===== config.mk =====
export PLATFORM = sky130hd
export DESIGN_NAME = aes_128_key_expand
export DESIGN_NICKNAME = d
export VERILOG_FILES = /design/src/rtl/aes_128_key_expand.sv
export SDC_FILE = /design/constraint.sdc
export NUM_CORES = 2
export LEC_CHECK = 0
export CORE_UTILIZATION = 40
export DETAILED_ROUTE_END_ITERATION = 10
export SYNTH_ARGS = -nofsm -noshare
export SYNTH_HDL_FRONTEND = slang
export SYNTH_SLANG_ARGS = --single-unit

===== constraint.sdc =====
create_clock -name clk -period 19.61 [get_ports clk]
set_clock_uncertainty 0.05 [all_clocks]
set_input_delay 2.9415 -clock clk [delete_from_list [all_inputs] [get_ports clk]]
set_output_delay 2.9415 -clock clk [all_outputs]
set_load 0.005 [all_outputs]

===== src/rtl/aes_128_key_expand.sv =====
// AES-128 key schedule: expands a cipher key into round keys 0..10 and streams each one as two 64-bit halves.
// Build option AES_KEYEXP_WR_GAP_EN inserts an idle cycle between the two halves of every round key.
module aes_128_key_expand #(
    parameter int NR       = 10,
    parameter bit HI_FIRST = 1'b1
) (
    input  logic         clk,
    input  logic         kill,
    input  logic [127:0] key_in,
    input  logic         key_load,
    output logic         busy,
    output logic         done,
    output logic         en_wr,
    output logic [63:0]  key_round_wr
);

    localparam logic [3:0] LAST_RND = 4'(NR);

    typedef enum logic [2:0] {IDLE, WR_A, GAP, WR_B, CALC, DONE} state_t;

    state_t       state, state_nxt;
    logic [127:0] rk, rk_next;
    logic [3:0]   rnd;
    logic         load_acc, step_key;

    function automatic logic [7:0] xtime(input logic [7:0] a);
        return {a[6:0], 1'b0} ^ (a[7] ? 8'h1b : 8'h00);
    endfunction

    function automatic logic [7:0] gf_mul(input logic [7:0] a, input logic [7:0] b);
        logic [7:0] p, s;
        p = 8'h00;
        s = a;
        for (int i = 0; i < 8; i++) begin
            if (b[i]) p = p ^ s;
            s = xtime(s);
        end
        return p;
    endfunction

    // Inversion through the GF(2^4) subfield: a^-1 = a^16 * (a^17)^-1, where a^17 lies in GF(2^4)
    // and its inverse there is (a^17)^14. Zero maps to zero.
    function automatic logic [7:0] gf_inv(input logic [7:0] a);
        logic [7:0] a2, a4, a8, a16, n, n2, n4, n8, n14;
        a2  = gf_mul(a, a);
        a4  = gf_mul(a2, a2);
        a8  = gf_mul(a4, a4);
        a16 = gf_mul(a8, a8);
        n   = gf_mul(a16, a);
        n2  = gf_mul(n, n);
        n4  = gf_mul(n2, n2);
        n8  = gf_mul(n4, n4);
        n14 = gf_mul(gf_mul(n8, n4), n2);
        return gf_mul(a16, n14);
    endfunction

    function automatic logic [7:0] sbox(input logic [7:0] a);
        logic [7:0] b;
        b = gf_inv(a);
        return b ^ {b[6:0], b[7]} ^ {b[5:0], b[7:6]} ^ {b[4:0], b[7:5]} ^ {b[3:0], b[7:4]} ^ 8'h63;
    endfunction

    function automatic logic [7:0] rcon(input logic [3:0] idx);
        case (idx)
            4'd1:    return 8'h01;
            4'd2:    return 8'h02;
            4'd3:    return 8'h04;
            4'd4:    return 8'h08;
            4'd5:    return 8'h10;
            4'd6:    return 8'h20;
            4'd7:    return 8'h40;
            4'd8:    return 8'h80;
            4'd9:    return 8'h1b;
            4'd10:   return 8'h36;
            default: return 8'h00;
        endcase
    endfunction

    function automatic logic [127:0] key_step(input logic [127:0] k, input logic [3:0] r);
        logic [31:0] w0, w1, w2, w3, rot, t, n0, n1, n2, n3;
        {w0, w1, w2, w3} = k;
        rot = {w3[23:0], w3[31:24]};
        t   = {sbox(rot[31:24]), sbox(rot[23:16]), sbox(rot[15:8]), sbox(rot[7:0])}
              ^ {rcon(r + 4'd1), 24'h0};
        n0  = w0 ^ t;
        n1  = n0 ^ w1;
        n2  = n1 ^ w2;
        n3  = n2 ^ w3;
        return {n0, n1, n2, n3};
    endfunction

    assign rk_next = key_step(rk, rnd);

    always_ff @(posedge clk) begin
        if (kill) begin
            state <= IDLE;
            rnd   <= 4'd0;
            rk    <= 128'h0;
        end else begin
            state <= state_nxt;
            if (load_acc) begin
                rk  <= key_in;
                rnd <= 4'd0;
            end else if (step_key) begin
                rk  <= rk_next;
                rnd <= rnd + 4'd1;
            end
        end
    end

    // The last round skips CALC so done follows the final write directly.
    always_comb begin
        state_nxt    = state;
        load_acc     = 1'b0;
        step_key     = 1'b0;
        en_wr        = 1'b0;
        done         = 1'b0;
        key_round_wr = 64'h0;
        case (state)
            IDLE: begin
                if (key_load) begin
                    load_acc  = 1'b1;
                    state_nxt = WR_A;
                end
            end
            WR_A: begin
                en_wr        = 1'b1;
                key_round_wr = HI_FIRST ? rk[127:64] : rk[63:0];
`ifdef AES_KEYEXP_WR_GAP_EN
                state_nxt    = GAP;
`else
                state_nxt    = WR_B;
`endif
            end
            GAP:  state_nxt = WR_B;
            WR_B: begin
                en_wr        = 1'b1;
                key_round_wr = HI_FIRST ? rk[63:0] : rk[127:64];
                state_nxt    = (rnd == LAST_RND) ? DONE : CALC;
            end
            CALC: begin
                if (rnd < LAST_RND) begin
                    step_key  = 1'b1;
                    state_nxt = WR_A;
                end else begin
                    state_nxt = DONE;
                end
            end
            DONE: begin
                done      = 1'b1;
                state_nxt = IDLE;
            end
            default: state_nxt = IDLE;
        endcase
    end

    assign busy = (state != IDLE);

endmodule


==> impl_metrics.yaml <==
setup_path:
  start_kind: "register"
  rr_startpoint: "rk[15]"
  cp.buffers_inverters: 7
  worstPathMaxFanout: 35
  cp_slowest_cell: "xnor3_2"
  crit_type: "register to register"
  critPathCaptureType: "register"
  path_common_cell: "xnor3_1"
  worst_ep_arrival_time_ns: 19.08
  cp-startpoint: "rk[15]"
  required_ns: 19.94
  slowest_delay_ns: 0.62
  path_delay_family: "XOR/XNOR gates"
detailed_routing:
  wl_per_cell_um: 20.8
  via_per_inst: 5.87
  ant_nets: 0
  first_pass_iters: 6
  vias: 51600
  drc_errors: 0
  drt_first_iter_violations: 4894
  routed_wl_mm: 182
yosys:
  synth_cell_types: 140
  syn-cell-area_um2: 53200
  synth_top_flop_cell: "dfxtp_1"
  ys_ff_latch: 135
  synth_top_area_cell: "xnor2_1"
  synth_seq_area_share: 0.0508
  netlist_instances: 6847
  async_reset_ff_frac: 0
  yosysTopAreaCellShare: 0.189
  yosysWarnings: 0
  syn_area_per_cell_um2: 7.78
  synth_nets: 7011
  synth_edf_count: 0
  netlist_top_cells_area: "xnor2_1 (19%), xnor3_1 (13%), nor2_1 (6.9%)"
sta:
  setup_viol: 0
  hold_viol_final: 0
  period_minus_slack_ns: 18.75
  slew_viol_final: 0
  worst_slew_pin_slew_ns: 1.19
  relSlewSlack: 0.200
  max_freq_ghz: 0.0533
  finalCritPeriodShare: 0.956
min_path:
  hold_class: "register to register"
  hp-start: "rk[76]"
floorplan:
  fp.dieW_um: 367
  initial_core_util: 0.404
  ioPinCount: 198
  fp.dieArea_um2: 135000
  placementRows: 133
  fp.coreArea_um2: 132000
  fp.dieH_um: 367
clock_network:
  numCtsBuffers: 17
  cts.htree.levels: 4
  numClockSinks: 135
  clk_latency_ns: 0.49
  tritoncts: "built"
  clk_pin_slew_worst_paths_ns: 0.07
  cts_root_buf: "clkbuf_16"
  clockBufferDepth: 2
global_routing:
  grtUsageTotal: 0.258
  antenna_found_initial: 16
  grt-ovfl-total: 0
  grt_first_pass_wirelength_mm: 281
  grt_pass1_vias: 47600
  grt_start_max_net_pins: 80
placed_design:
  portBuffers: 197
  dpl.hpwl_mm: 139
  routabilityCongestion: 0.962
layout:
  final_common_cell: "xnor2_1"
  layout.nets: 7174
  syn2layout_area_growth_pct: 14.2
  fillers: 13100
  layout-drive-gt1-share: 0.133
  final_cell_mix: "xnor2_1 (1,063), nor2_1 (970), nand2_1 (579), buf_4 (391), xor2_1 (350)"
  final_core_util: 0.461
status:
  outcome: "finished clean"
flow_run:
  maxCapViolations: 0
metrics by stage:
stage	TNS [ns]	hold WS (ns)	cell area, um2	std cells	setup WS [ns]
2_1_floorplan	0	0.418	53200	6847	0.569
3_3_place_gp	-2.49	0.434	58100	8682	-0.197
3_5_place_dp	-19.40	0.449	58100	8682	-0.542
4_1_cts	0	0.458	58800	8714	0.00284
5_1_grt	-0.708	0.481	60800	8779	-0.102
6_report	0	0.466	60800	8781	0.859
state kept, by name, summed over array words and instances (netlist names):
name   cells
rk       128
state      3
rnd        4
Yosys cell counts, drive strengths merged, types with 106 or more instances:
| cell | instances |
|---|---|
| buf | 168 |
| nor2 | 986 |
| mux2i | 236 |
| xnor2 | 1243 |
| xor2 | 403 |
| o21ai | 243 |
| nand2 | 587 |
| nor3 | 180 |
| nand3 | 170 |
| xnor3 | 326 |
| a21oi | 309 |
| a211oi | 106 |
| dfxtp | 135 |
| clkbuf | 285 |
final timing paths:
check	depth (start not counted)	to	slack, ns
max	64	rk[16]	0.86
min	2	rk[76]	0.47
max reg2reg	64	rk[16]	0.86
min reg2reg	2	rk[76]	0.47
metal layers:
metal	wire, um	track usage	up-vias
met1	84100	0.374	24900
met5	149	0	-
met2	79300	0.391	1999
met3	14900	0.0484	203
li1	-	-	24500
met4	3790	0.0555	22
what timing repair did:
item | CTS | global route
gates cloned | 0 | 0
pin swaps | 0 | 32
buffers inserted | 0 | 64
gates resized for setup | 24 | 227
hold buffers | 0 | 0
setup endpoints to repair | 82 | 128
cell type report:
| class | count | area (um2) | area share |
|---|---|---|---|
| multi-input cells | 6160 | 49900 | 0.820 |
| clock inverters | 14 | 133 | 0.00218 |
| well taps | 1755 | 2200 | 0.0361 |
| repair buffers | 597 | 5060 | 0.0832 |
| clock buffers | 18 | 439 | 0.00722 |
| flip-flops and latches | 135 | 2720 | 0.0447 |
| diodes | 3 | 7.51 | 0.000123 |
| inverters | 99 | 375 | 0.00617 |
tightest hold or removal path, delay by kind of cell, from the launching register on:
| family | cells | cell delay, ns |
|---|---|---|
| and+or+nand+nor | 1 | 0.07 |
| DFF | 1 | 0.35 |
| AOI/OAI and AO/OA | 1 | 0.05 |
cells by family after synthesis:
| group | Yosys count | share of synthesized area |
|---|---|---|
| and+or+nand+nor | 2402 | 0.207 |
| xor gates and xnor gates | 2009 | 0.445 |
| buffers and inverters | 552 | 0.0443 |
| DFF | 135 | 0.0508 |
| adders and majority gates | 39 | 0.00888 |
| muxes | 292 | 0.0572 |
| AOI/OAI and AO/OA | 1418 | 0.187 |
Power is left out: the tool's default activity adds up to more than one toggle a clock period on the data nets, which glitch-free logic cannot reach.
